### src/rtl/rob_ptr_ctrl_pkg.sv
// Shared types and helpers for the re-order buffer pointer/occupancy controller.
package rob_ptr_ctrl_pkg;

  localparam int unsigned ROB_DEPTH  = 16;
  localparam int unsigned ROB_IDX_W  = 4;
  localparam int unsigned ROB_NUM_FU = 3;

  typedef logic [ROB_IDX_W-1:0] rob_idx_t;
  typedef logic [ROB_IDX_W:0]   rob_cnt_t;
  typedef logic [ROB_DEPTH-1:0] rob_map_t;

  typedef enum logic [1:0] {
    RC_IDLE,
    RC_RUN,
    RC_DONE
  } rob_ctrl_state_e;

  // Pointers wrap naturally because ROB_DEPTH is a power of two.
  function automatic rob_idx_t rob_idx_inc(rob_idx_t idx, logic [1:0] n);
    return idx + rob_idx_t'(n);
  endfunction

endpackage

### src/rtl/rob_ptr_ctrl_if.sv
// Dispatch / completion / retirement signal bundle of the ROB pointer controller.
interface rob_ptr_ctrl_if;
  import rob_ptr_ctrl_pkg::*;

  logic        start_i;
  logic [31:0] tot_instr_i;
  logic        flush_i;
  logic [1:0]  alloc_valid_i;
  logic        alloc_ready_o;
  rob_idx_t    alloc_idx0_o;
  rob_idx_t    alloc_idx1_o;
  logic [2:0]  comp_valid_i;
  rob_idx_t    comp_idx0_i;
  rob_idx_t    comp_idx1_i;
  rob_idx_t    comp_idx2_i;
  logic        retire_stall_i;
  logic [1:0]  retire_valid_o;
  rob_idx_t    retire_idx0_o;
  rob_idx_t    retire_idx1_o;
  rob_cnt_t    count_o;
  logic        full_o;
  logic        empty_o;
  logic [31:0] retired_o;
  logic        done_o;
  logic        err_o;

  modport master (
    output start_i, tot_instr_i, flush_i, alloc_valid_i, comp_valid_i,
           comp_idx0_i, comp_idx1_i, comp_idx2_i, retire_stall_i,
    input  alloc_ready_o, alloc_idx0_o, alloc_idx1_o, retire_valid_o,
           retire_idx0_o, retire_idx1_o, count_o, full_o, empty_o,
           retired_o, done_o, err_o
  );

  modport slave (
    input  start_i, tot_instr_i, flush_i, alloc_valid_i, comp_valid_i,
           comp_idx0_i, comp_idx1_i, comp_idx2_i, retire_stall_i,
    output alloc_ready_o, alloc_idx0_o, alloc_idx1_o, retire_valid_o,
           retire_idx0_o, retire_idx1_o, count_o, full_o, empty_o,
           retired_o, done_o, err_o
  );

endinterface

### src/rtl/rob_ptr_ctrl.sv
// Head/tail pointers, valid/complete bitmaps and occupancy for the 16-entry ROB.
module rob_ptr_ctrl
  import rob_ptr_ctrl_pkg::*;
(
  input  logic           clk_i,
  input  logic           rst_n_i,
  rob_ptr_ctrl_if.slave  bus
);

  rob_ctrl_state_e state_q, state_d;
  rob_map_t        valid_q, valid_d;
  rob_map_t        comp_q,  comp_d;
  rob_idx_t        head_q,  head_d;
  rob_idx_t        tail_q,  tail_d;
  rob_cnt_t        count_q, count_d;
  logic [31:0]     retired_q, retired_d;
  logic            err_q,   err_d;

  logic            run;
  logic            ready;
  logic            rv0, rv1;
  logic [1:0]      nret;
  logic [1:0]      nalloc;
  rob_idx_t        head1, tail1;
  rob_idx_t        comp_idx [ROB_NUM_FU];

  assign comp_idx[0] = bus.comp_idx0_i;
  assign comp_idx[1] = bus.comp_idx1_i;
  assign comp_idx[2] = bus.comp_idx2_i;

  assign run   = (state_q == RC_RUN);
  assign head1 = rob_idx_inc(head_q, 2'd1);
  assign tail1 = rob_idx_inc(tail_q, 2'd1);
  assign ready = run && (count_q <= rob_cnt_t'(ROB_DEPTH - 2));

  // Retirement looks only at registered state, never at this cycle's completions.
  assign rv0  = run && !bus.retire_stall_i && valid_q[head_q] && comp_q[head_q];
  assign rv1  = rv0 && valid_q[head1] && comp_q[head1];
  assign nret = {1'b0, rv0} + {1'b0, rv1};

  always_comb begin
    nalloc = 2'd0;
    if (ready) begin
      unique case (bus.alloc_valid_i)
        2'b01:   nalloc = 2'd1;
        2'b11:   nalloc = 2'd2;
        default: nalloc = 2'd0;
      endcase
    end
  end

  always_comb begin
    state_d   = state_q;
    valid_d   = valid_q;
    comp_d    = comp_q;
    head_d    = head_q;
    tail_d    = tail_q;
    count_d   = count_q;
    retired_d = retired_q;
    err_d     = err_q;

    for (int unsigned k = 0; k < ROB_NUM_FU; k++) begin
      if (bus.comp_valid_i[k]) begin
        if (valid_q[comp_idx[k]]) comp_d[comp_idx[k]] = 1'b1;
        else                      err_d = 1'b1;
      end
    end
    if (bus.alloc_valid_i == 2'b10) err_d = 1'b1;

    if (rv0) begin
      valid_d[head_q] = 1'b0;
      comp_d[head_q]  = 1'b0;
    end
    if (rv1) begin
      valid_d[head1] = 1'b0;
      comp_d[head1]  = 1'b0;
    end
    // Allocation only ever targets invalid slots, so it is applied last without conflict.
    if (nalloc != 2'd0) begin
      valid_d[tail_q] = 1'b1;
      comp_d[tail_q]  = 1'b0;
    end
    if (nalloc == 2'd2) begin
      valid_d[tail1] = 1'b1;
      comp_d[tail1]  = 1'b0;
    end

    head_d    = rob_idx_inc(head_q, nret);
    tail_d    = rob_idx_inc(tail_q, nalloc);
    count_d   = count_q + rob_cnt_t'(nalloc) - rob_cnt_t'(nret);
    retired_d = retired_q + 32'(nret);

    unique case (state_q)
      RC_IDLE: if (bus.start_i) state_d = RC_RUN;
      RC_RUN:  if ((bus.tot_instr_i != '0) && (retired_d == bus.tot_instr_i)) state_d = RC_DONE;
      default: state_d = state_q;
    endcase

    if (bus.flush_i) begin
      valid_d   = '0;
      comp_d    = '0;
      head_d    = '0;
      tail_d    = '0;
      count_d   = '0;
      retired_d = retired_q;
      err_d     = err_q;
      state_d   = state_q;
    end
  end

  always_ff @(posedge clk_i or negedge rst_n_i) begin
    if (!rst_n_i) begin
      state_q   <= RC_IDLE;
      valid_q   <= '0;
      comp_q    <= '0;
      head_q    <= '0;
      tail_q    <= '0;
      count_q   <= '0;
      retired_q <= '0;
      err_q     <= 1'b0;
    end else begin
      state_q   <= state_d;
      valid_q   <= valid_d;
      comp_q    <= comp_d;
      head_q    <= head_d;
      tail_q    <= tail_d;
      count_q   <= count_d;
      retired_q <= retired_d;
      err_q     <= err_d;
    end
  end

  assign bus.alloc_ready_o  = ready;
  assign bus.alloc_idx0_o   = tail_q;
  assign bus.alloc_idx1_o   = tail1;
  assign bus.retire_valid_o = {rv1, rv0};
  assign bus.retire_idx0_o  = head_q;
  assign bus.retire_idx1_o  = head1;
  assign bus.count_o        = count_q;
  assign bus.full_o         = (count_q == rob_cnt_t'(ROB_DEPTH));
  assign bus.empty_o        = (count_q == '0);
  assign bus.retired_o      = retired_q;
  assign bus.done_o         = (state_q == RC_DONE);
  assign bus.err_o          = err_q;

endmodule

### src/flat_wrapper.sv
// flat-port wrapper written by rule: the top's interface ports become plain ports
module rob_ptr_ctrl_flat import rob_ptr_ctrl_pkg::*;
  (clk_i, rst_n_i, bus_start_i, bus_tot_instr_i, bus_flush_i, bus_alloc_valid_i, bus_comp_valid_i, bus_comp_idx0_i, bus_comp_idx1_i, bus_comp_idx2_i, bus_retire_stall_i, bus_alloc_ready_o, bus_alloc_idx0_o, bus_alloc_idx1_o, bus_retire_valid_o, bus_retire_idx0_o, bus_retire_idx1_o, bus_count_o, bus_full_o, bus_empty_o, bus_retired_o, bus_done_o, bus_err_o);
  rob_ptr_ctrl_if bus_i ();
  input  logic clk_i;
  input  logic rst_n_i;
  input wire logic [$bits(bus_i.start_i)-1:0] bus_start_i;
  input wire logic [$bits(bus_i.tot_instr_i)-1:0] bus_tot_instr_i;
  input wire logic [$bits(bus_i.flush_i)-1:0] bus_flush_i;
  input wire logic [$bits(bus_i.alloc_valid_i)-1:0] bus_alloc_valid_i;
  input wire logic [$bits(bus_i.comp_valid_i)-1:0] bus_comp_valid_i;
  input wire logic [$bits(bus_i.comp_idx0_i)-1:0] bus_comp_idx0_i;
  input wire logic [$bits(bus_i.comp_idx1_i)-1:0] bus_comp_idx1_i;
  input wire logic [$bits(bus_i.comp_idx2_i)-1:0] bus_comp_idx2_i;
  input wire logic [$bits(bus_i.retire_stall_i)-1:0] bus_retire_stall_i;
  output wire logic [$bits(bus_i.alloc_ready_o)-1:0] bus_alloc_ready_o;
  output wire logic [$bits(bus_i.alloc_idx0_o)-1:0] bus_alloc_idx0_o;
  output wire logic [$bits(bus_i.alloc_idx1_o)-1:0] bus_alloc_idx1_o;
  output wire logic [$bits(bus_i.retire_valid_o)-1:0] bus_retire_valid_o;
  output wire logic [$bits(bus_i.retire_idx0_o)-1:0] bus_retire_idx0_o;
  output wire logic [$bits(bus_i.retire_idx1_o)-1:0] bus_retire_idx1_o;
  output wire logic [$bits(bus_i.count_o)-1:0] bus_count_o;
  output wire logic [$bits(bus_i.full_o)-1:0] bus_full_o;
  output wire logic [$bits(bus_i.empty_o)-1:0] bus_empty_o;
  output wire logic [$bits(bus_i.retired_o)-1:0] bus_retired_o;
  output wire logic [$bits(bus_i.done_o)-1:0] bus_done_o;
  output wire logic [$bits(bus_i.err_o)-1:0] bus_err_o;
  assign bus_i.start_i = bus_start_i;
  assign bus_i.tot_instr_i = bus_tot_instr_i;
  assign bus_i.flush_i = bus_flush_i;
  assign bus_i.alloc_valid_i = bus_alloc_valid_i;
  assign bus_i.comp_valid_i = bus_comp_valid_i;
  assign bus_i.comp_idx0_i = bus_comp_idx0_i;
  assign bus_i.comp_idx1_i = bus_comp_idx1_i;
  assign bus_i.comp_idx2_i = bus_comp_idx2_i;
  assign bus_i.retire_stall_i = bus_retire_stall_i;
  assign bus_alloc_ready_o = bus_i.alloc_ready_o;
  assign bus_alloc_idx0_o = bus_i.alloc_idx0_o;
  assign bus_alloc_idx1_o = bus_i.alloc_idx1_o;
  assign bus_retire_valid_o = bus_i.retire_valid_o;
  assign bus_retire_idx0_o = bus_i.retire_idx0_o;
  assign bus_retire_idx1_o = bus_i.retire_idx1_o;
  assign bus_count_o = bus_i.count_o;
  assign bus_full_o = bus_i.full_o;
  assign bus_empty_o = bus_i.empty_o;
  assign bus_retired_o = bus_i.retired_o;
  assign bus_done_o = bus_i.done_o;
  assign bus_err_o = bus_i.err_o;
  rob_ptr_ctrl u_core (.clk_i(clk_i), .rst_n_i(rst_n_i), .bus(bus_i));
endmodule
### config.mk
export PLATFORM = sky130hd
export DESIGN_NAME = rob_ptr_ctrl_flat
export DESIGN_NICKNAME = d
export VERILOG_FILES = /design/src/rtl/rob_ptr_ctrl_pkg.sv /design/src/rtl/rob_ptr_ctrl_if.sv /design/src/rtl/rob_ptr_ctrl.sv /design/src/flat_wrapper.sv
export SDC_FILE = /design/constraint.sdc
export NUM_CORES = 1
export LEC_CHECK = 0
export ABC_AREA = 0
export BUFFER_PORTS_ARGS = -buffer_cell sky130_fd_sc_hd__buf_2
export CORE_UTILIZATION = 32
export DETAILED_ROUTE_END_ITERATION = 10
export GPL_TIMING_DRIVEN = 0
export SLEW_MARGIN = 0
export SYNTH_ARGS = -nofsm -noshare
export SYNTH_HDL_FRONTEND = slang
export SYNTH_SLANG_ARGS = --single-unit
### constraint.sdc
create_clock -name clk_i -period 6.9 [get_ports clk_i]
set_clock_uncertainty 0.2 [all_clocks]
set_input_delay 2.07 -clock clk_i [delete_from_list [all_inputs] [get_ports clk_i]]
set_output_delay 2.07 -clock clk_i [all_outputs]
set_load 0.02 [all_outputs]
==> metrics.txt, run 1 <==
setup repair after global routing missed its margin false; routed wirelength normalized by instance count ~19 µm; initial core utilization between 30% and 40%; number of different library cells in the post-synthesis netlist 69; count of antenna-violating nets left after detailed routing 0; switching power as a share of total power 27.7%; proportion of synthesized chip area in sequential cells about 30%; Gate power share ~11%; maximum capacitance violations 0; routed wire length 21,100 µm; RD Place Congestion ~0.9; port buffer count roughly 110; final net count 933; fraction of layout cells with a size suffix above 1 a little over a fifth; gate count of the mapped netlist roughly 730; nature of the critical path endpoint register; fraction of synthesized cell area taken by the top area cell type approximately 30%; ratio of total power to cell area ~140 mW/mm²; half-perimeter wire length after placement about 17,000 µm; final slew viol count 0; Internal Dissipation 770 µW; area of the core roughly 0.020 mm²; number of global-route vias before repair ~6,100; syn_nets between 800 and 900; worst min path class reg2reg; cell at the root of the clock tree sky130_fd_sc_hd__clkbuf_16; worst reg2reg path depth 19; arrival time of data at the critical path endpoint 6.59 ns; largest driver fanout on the critical path 10; total congestion overflow 0; All-Layer GR Usage about a fifth; number of placed cells counting well taps roughly 1,100; sequential fraction of design power 45.0%; share of power burned in the clock network 43.7%; global-route wire length before repair approximately 34,000 µm; Sw Pwr roughly 300 µW; critical path startpoint category primary input; vias post-DR 6,331; maximum clock path buffer count 2; top cell types by occurrence after synthesis sky130_fd_sc_hd__dfrtp_1, sky130_fd_sc_hd__nand2_1, sky130_fd_sc_hd__nor2_1, sky130_fd_sc_hd__xnor2_1, sky130_fd_sc_hd__xor2_1; most frequently used cell type in the post-synthesis netlist sky130_fd_sc_hd__dfrtp_1; Top Ports 114; required time of the worst setup path between 6 and 7 ns; clock buffer count from CTS 9; transition time at the pin with the least slew margin 0.756 ns; clock-pin slew on the worst setup and hold paths ~0.07 ns; number of buffers added for setup after CTS 0; r2r setup slk 0.69 ns; total die area between 0.02 and 0.025 mm²; Critical Path Source bus_retire_stall_i; number of synthesized flops with an enable pin 0; flop and latch count out of synthesis 80; fraction of registers with async set/reset 100%; Relative slew margins between 40% and 50%; most used flip-flop cell after synthesis sky130_fd_sc_hd__dfrtp_1; Post-route DRC 0; Final Hold Fails 0; largest net degree at the start of global routing 67; Peak supply drop roughly 110 µV; Netlist Area Pre-Place 0.00670 mm²; per-instance average area after synthesis just over 9 µm²; Static Leak between 3 and 4 nW; TritonCTS clock tree done; total of hold buffers inserted after clock tree synthesis 0; die width roughly 150 µm; iteration-0 DRC count of the detailed router between 400 and 500; n_diodes 0; Yosys warning total 0; chip height around 150 µm; via density per instance about 5.6; fmax about 150 MHz; class of the most critical setup path in2reg; setup violation total in the final timing report 0; Worst Hold Slack 0.283 ns; Critical R2R Launch u_core.bus.retire_idx0_o[1]; final critical path time including I/O delays and setup 6.57 ns; number of resized instances in the post-cts repair step 0; number of clock sinks seen by CTS 80; insertion delay to the later sink of the worst-skew pair approximately 0.34 ns; detailed-router iteration count before antenna repair 5; relative area change from synthesis to final layout 17.8%; leading cell types by total area after synthesis sky130_fd_sc_hd__dfrtp_1, sky130_fd_sc_hd__mux4_2, sky130_fd_sc_hd__xnor2_1; H-tree Lvls 3; result of the run finished clean; Tcrit/Tclk final roughly 95%; FF-to-FF End u_core.state_q[0]; Non-Filler Instances 1,122; cell taking the most area after synthesis sky130_fd_sc_hd__dfrtp_1; worst setup path endpoint u_core.state_q[0]; num rows 52; setup TNS 0 ns; number of antenna violations at the first check in global routing 0
## layer usage
layer,GRT usage [%],up-vias,part of all wire [%]
li1,-,2951,-
met1,28.6,3061,45
met2,30.5,288,44
met3,3.94,31,7.6
met4,7.08,0,2.6
met5,0,-,0
## critical path, stage by stage
cell,delay (ns)
sky130_fd_sc_hd__buf_2,0.13
sky130_fd_sc_hd__or4_1,0.61
sky130_fd_sc_hd__o22a_1,0.33
sky130_fd_sc_hd__a21oi_1,0.36
sky130_fd_sc_hd__ha_1,0.35
sky130_fd_sc_hd__ha_1,0.23
sky130_fd_sc_hd__ha_1,0.20
sky130_fd_sc_hd__a21oi_1,0.33
sky130_fd_sc_hd__buf_2,0.31
sky130_fd_sc_hd__nor4_1,0.10
sky130_fd_sc_hd__xnor2_1,0.22
sky130_fd_sc_hd__o31ai_1,0.10
sky130_fd_sc_hd__or4_1,0.41
sky130_fd_sc_hd__or4_1,0.58
sky130_fd_sc_hd__o31a_1,0.26
## through the flow
stage | instance area, µm² | utilization [%] | setup WS (ns) | total power [mW]
6_report | 7890 | 38.8 | 0.335 | 1.07
5_1_grt | 7890 | 38.8 | 0.101 | 1.11
4_1_cts | 7900 | 38.8 | 0.387 | 1.08
3_5_place_dp | 7610 | 37.4 | 0.0733 | 0.609
3_3_place_gp | 7580 | 37.2 | 0.0575 | 0.606
2_1_floorplan | 6700 | - | 0.822 | 0.549
## cells by family after synthesis
group,synth area share [%]
AND/OR/NAND/NOR,20.6
AO/OA/AOI/OAI,16.2
XOR/XNOR,11.7
buffers and inverters,4.89
flip-flops,29.9
multiplexers,10.4
adder cells (fa/ha/maj),6.31
## cells in the final DEF, fill, tap and decap left out, types with 5 or more instances in the layout
cell type                   instances
sky130_fd_sc_hd__nand3_1           26
sky130_fd_sc_hd__o21ai_0           25
sky130_fd_sc_hd__nor2_1            49
sky130_fd_sc_hd__a211oi_1          13
sky130_fd_sc_hd__clkbuf_16          9
sky130_fd_sc_hd__and3_1             7
sky130_fd_sc_hd__nand3b_1           6
sky130_fd_sc_hd__nand2_1           53
sky130_fd_sc_hd__dfrtp_1           80
sky130_fd_sc_hd__buf_2            118
sky130_fd_sc_hd__inv_1             35
sky130_fd_sc_hd__clkbuf_1          24
sky130_fd_sc_hd__a22o_1            13
sky130_fd_sc_hd__xor2_1            40
sky130_fd_sc_hd__nand2b_1           7
sky130_fd_sc_hd__a22oi_1            6
sky130_fd_sc_hd__o22ai_1           14
sky130_fd_sc_hd__mux2i_1            9
sky130_fd_sc_hd__or4_1              5
sky130_fd_sc_hd__o2bb2ai_1          5
sky130_fd_sc_hd__nor3_1            36
sky130_fd_sc_hd__a21oi_1           16
sky130_fd_sc_hd__nor2b_1           12
sky130_fd_sc_hd__nand4_1           20
sky130_fd_sc_hd__ha_1              29
sky130_fd_sc_hd__xnor2_1           47
sky130_fd_sc_hd__nor4_1            12
sky130_fd_sc_hd__mux4_2            25
sky130_fd_sc_hd__a221o_1           10
## final cells by class
cell class / instances / area [µm²]
multi-input combinational: 567 / 4370
clock inverter: 7 / 60.1
sequential: 80 / 2000
fill: 2096 / 12500
inverter: 36 / 135
timing repair buffer: 110 / 574
tap: 270 / 338
clock buffer: 9 / 225
buffer: 43 / 189
## power by group through the flow
stage | Sequential (mW) | Clock (mW) | Combinational, mW
after detailed placement | 0.488 | 0 | 0.121
after global routing | 0.479 | 0.499 | 0.132
final | 0.480 | 0.466 | 0.120
after CTS | 0.479 | 0.478 | 0.121
after floorplan | 0.492 | 0 | 0.0569
after global placement | 0.488 | 0 | 0.118
## worst min-delay path by stage
stage / depth (start not counted) / from / to / slack [ns]
2_1_floorplan: 2 / u_core.state_q[1] / u_core.state_q[1] / 0.25
3_3_place_gp: 1 / u_core.bus.err_o / u_core.bus.err_o / 0.27
3_5_place_dp: 1 / u_core.bus.err_o / u_core.bus.err_o / 0.27
4_1_cts: 1 / u_core.bus.err_o / u_core.bus.err_o / 0.29
5_1_grt: 1 / u_core.bus.err_o / u_core.bus.err_o / 0.30
6_report: 1 / u_core.bus.err_o / u_core.bus.err_o / 0.28
## registers in the layout (all words and copies together) (netlist names)
register                  flops
u_core.bus.alloc_idx0_o       4
u_core.bus.count_o            5
u_core.bus.err_o              1
u_core.bus.retire_idx0_o      4
u_core.bus.retired_o         32
u_core.comp_q                16
u_core.state_q                2
u_core.valid_q               16
No activity file was read; power rests on OpenSTA's default activity.
==> run 2: changes to the inputs <==
- ABC_AREA: 0 -> 1
- REMOVE_ABC_BUFFERS: default -> 1
==> run 2 against run 1 <==
  * Critical path depth grew 8
  * Sequential power grew 14%
  * Non-clock buffer count shrank 38
  * Critical endpoint unchanged
==> metrics.txt, run 2 <==
r2r setup slk 0.44 ns (-0.25 ns); num rows 56 (+7.7%); die width 157 µm (+6.7%); Relative slew margins 30.4% (-19 points); number of different library cells in the post-synthesis netlist 49 (-29%); fraction of the mapped netlist area in compound gates 16.2% (+0.075 points); setup repair after global routing missed its margin false; most frequently used cell type in the post-synthesis netlist sky130_fd_sc_hd__nand2_1; largest driver fanout on the critical path 20 (+10); chip height 157 µm (+6.7%); H-tree Lvls 3 (unchanged); required time of the worst setup path 6.94 ns (+0.02 ns); most common library cell in the layout ignoring fill and taps sky130_fd_sc_hd__nand2_1; final net count 1,448 (+55%); Largest delay share family, worst path simple AND/OR/NAND/NOR gates; beginning of the worst hold path u_core.state_q[1]; clock buffer count from CTS 9 (unchanged); detailed-router iteration count before antenna repair 5 (unchanged); worst min path class reg2reg; multiplexer area fraction after synthesis 0% (-10 points); library cell appearing most often on the critical path sky130_fd_sc_hd__nand2_1; worst slack at placement -0.341 ns (-0.414 ns); vias post-DR 8,689 (+37%); fmax 149 MHz (-2.1%); final critical path time including I/O delays and setup 6.70 ns (+0.138 ns); Post-route DRC 0 (unchanged); total die area 0.0245 mm² (+14%); Synth Area in Simple Gates 38.4% (+18 points); TritonCTS clock tree done; n_diodes 0 (unchanged); maximum clock path buffer count 2 (unchanged); transition time at the pin with the least slew margin 1.04 ns (+0.287 ns); total of hold buffers inserted after clock tree synthesis 0 (unchanged); Yosys warning total 0 (unchanged); Final Hold Fails 0 (unchanged); critical path startpoint category primary input; nature of the critical path endpoint register; fraction of registers with async set/reset 100% (unchanged); count of antenna-violating nets left after detailed routing 0 (unchanged); commonest non-fill, non-tap cells in the layout sky130_fd_sc_hd__nand2_1, sky130_fd_sc_hd__inv_1, sky130_fd_sc_hd__nor2_1, sky130_fd_sc_hd__buf_2, sky130_fd_sc_hd__nand3_1; ratio of total power to cell area 145 mW/mm² (+7.5%); crit-path cells buf_2 -> nor3_1 -> nand2_1 -> nor2_1 -> nand2_2 -> inv_2 -> nand2_2 -> inv_1 -> ha_1 -> ha_1 -> nand2_1 -> inv_1 -> nand3_1 -> nand2_1 -> nand2_1 -> nor2_1 -> nand3_1 -> a21oi_1 -> o22ai_1 -> nor2_1 -> nand3_1 -> nand2_1 -> inv_1; Final Worst Setup Slack 0.197 ns (-0.138 ns); port buffer count 113 (+4.6%); final slew viol count 0 (unchanged); area of the core 0.0235 mm² (+15%); Tcrit/Tclk final 97.1% (+2.0 points); flop and latch count out of synthesis 80 (unchanged); post-layout utilization of the core 37.4% (-1.3 points); setup violation total in the final timing report 0 (unchanged); fillers 2,601 (+24%); Peak supply drop 102 µV (-3.2%); number of buffers added for setup after CTS 0 (unchanged); Post-Synth Adder-Cell Area 5.53% (-0.78 points); most used flip-flop cell after synthesis sky130_fd_sc_hd__dfrtp_1; Min-Delay Endpoint u_core.state_q[1]; buffering stage count on the worst path with inverters included 5 (+3); insertion delay to the later sink of the worst-skew pair 0.35 ns (about the same); flip-flop count of the largest register after layout 32 (unchanged); cell taking the most area after synthesis sky130_fd_sc_hd__dfrtp_1; cell depth of the worst min-delay path 2 (+1); RD Place Congestion 0.957 (+5.0%); FF-to-FF End u_core.state_q[0]; number of global-route vias before repair 7,953 (+30%); number of clock sinks seen by CTS 80 (unchanged); via density per instance 5.15 (-8.7%); result of the run finished clean; crit-path max cell delay 0.49 ns (-0.12 ns); number of synthesized flops with an enable pin 0 (unchanged); number of resized instances in the post-cts repair step 1 (+1); clock-pin slew on the worst setup and hold paths 0.06 ns (about the same); proportion of synthesized chip area in sequential cells 26.2% (-3.7 points); setup TNS 0 ns (unchanged); xor/xnor share of the synthesized area 2.16% (-9.5 points); class of the most critical setup path in2reg; total congestion overflow 0 (unchanged); top cell types by occurrence after synthesis sky130_fd_sc_hd__nand2_1, sky130_fd_sc_hd__inv_1, sky130_fd_sc_hd__nor2_1, sky130_fd_sc_hd__nand3_1, sky130_fd_sc_hd__dfrtp_1; Netlist Area Pre-Place 0.00765 mm² (+14%); worst reg2reg path depth 26 (+7); Static Leak 4.27 nW (+26%); number of antenna violations at the first check in global routing 0 (unchanged); largest net degree at the start of global routing 61 (-9.0%); initial core utilization 32.6% (-0.32 points); arrival time of data at the critical path endpoint 6.74 ns (+0.15 ns); routed wirelength normalized by instance count 16.5 µm (-13%); gate count of the mapped netlist 1,264 (+74%); combinational family with the most area after synthesis simple AND/OR/NAND/NOR gates; relative area change from synthesis to final layout 14.9%; cell at the root of the clock tree sky130_fd_sc_hd__clkbuf_16; cell type of the slowest stage on the worst timing path sky130_fd_sc_hd__nand2_1; iteration-0 DRC count of the detailed router 791 (+96%); global-route wire length before repair 43,000 µm (+26%); fraction of synthesized cell area taken by the top area cell type 26.2% (-3.7 points); routed wire length 27,700 µm (+31%); leading cell types by total area after synthesis sky130_fd_sc_hd__dfrtp_1, sky130_fd_sc_hd__nand2_1, sky130_fd_sc_hd__inv_1; maximum capacitance violations 0 (unchanged); Top Ports 114 (unchanged); half-perimeter wire length after placement 21,900 µm (+31%); fraction of layout cells with a size suffix above 1 12.1% (-9.5 points); per-instance average area after synthesis 6.05 µm² (-34%); All-Layer GR Usage 22.9% (+2.7 points); Critical R2R Launch u_core.bus.retire_idx0_o[1]
==> run 2: cell count changes after synthesis, moves of 47 or more <==
cell                      change
sky130_fd_sc_hd__a21oi_1     +48
sky130_fd_sc_hd__inv_1      +149
sky130_fd_sc_hd__nand2_1    +290
sky130_fd_sc_hd__nand3_1     +79
sky130_fd_sc_hd__nor2_1     +134
sky130_fd_sc_hd__o21ai_0     +47
==> run 2: area by class of cell <==
type                       count  area, µm²  area share [%]
sequential                    80       2010            22.8
inverter                     192        721            8.21
clock buffer                  10        239            2.72
timing repair buffer         115        616            7.01
multi-input combinational    964       4770            54.3
clock inverter                 6       35.0           0.399
tap                          319        399            4.54
==> run 2: power breakdown <==
| part | internal (mW) | leakage, nW | total [mW] | switching (mW) |
|---|---|---|---|---|
| sequential | 0.496 | 1.08 | 0.546 | 0.0499 |
| clock | 0.251 | 0.134 | 0.459 | 0.208 |
| combinational | 0.0880 | 3.06 | 0.270 | 0.182 |
==> run 2: routing by layer <==
| metal | global-route usage, % | wire length, µm | vias up |
|---|---|---|---|
| met4 | 8.50 | 729 | 0 |
| met1 | 32.7 | 12800 | 3956 |
| met3 | 4.21 | 2550 | 57 |
| li1 | - | - | 4295 |
| met5 | 0 | 0 | - |
| met2 | 34.0 | 11700 | 381 |
==> run 2: worst min-delay path, stage by stage (launching register included) <==
cell	delay, ns
sky130_fd_sc_hd__dfrtp_1	0.36
sky130_fd_sc_hd__inv_1	0.07
sky130_fd_sc_hd__nand2_1	0.06
==> run 2: cell families after synthesis <==
kind of cell    after synthesis
fa+ha+maj                    32
buf+inv                     220
xor+xnor                     14
compound gates              221
simple gates                697
flops                        80
==> run 2: worst max path at each step <==
stage                                start  depth (start not counted)                end  slack (ns)
2_1_floorplan  u_core.bus.retire_idx0_o[0]                         28  u_core.state_q[0]        1.29
3_3_place_gp   u_core.bus.retire_idx0_o[0]                         28  u_core.state_q[0]       -0.32
3_5_place_dp   u_core.bus.retire_idx0_o[0]                         26  u_core.state_q[0]       -0.34
4_1_cts        u_core.bus.retire_idx0_o[0]                         26  u_core.state_q[0]        0.33
5_1_grt                 bus_retire_stall_i                         23  u_core.state_q[0]       0.004
6_report                bus_retire_stall_i                         23  u_core.state_q[0]        0.20
==> run 2: per-stage QoR <==
stage               instance area (µm²)  hold slack [ns]  power [mW]  instances
floorplan                          7490            0.285       0.699       1236
global placement                   8460            0.316       0.816       1668
detailed placement                 8510            0.315       0.823       1670
CTS                                8780            0.330        1.29       1686
global route                       8780            0.353        1.34       1686
finish                             8780            0.331        1.27       1686
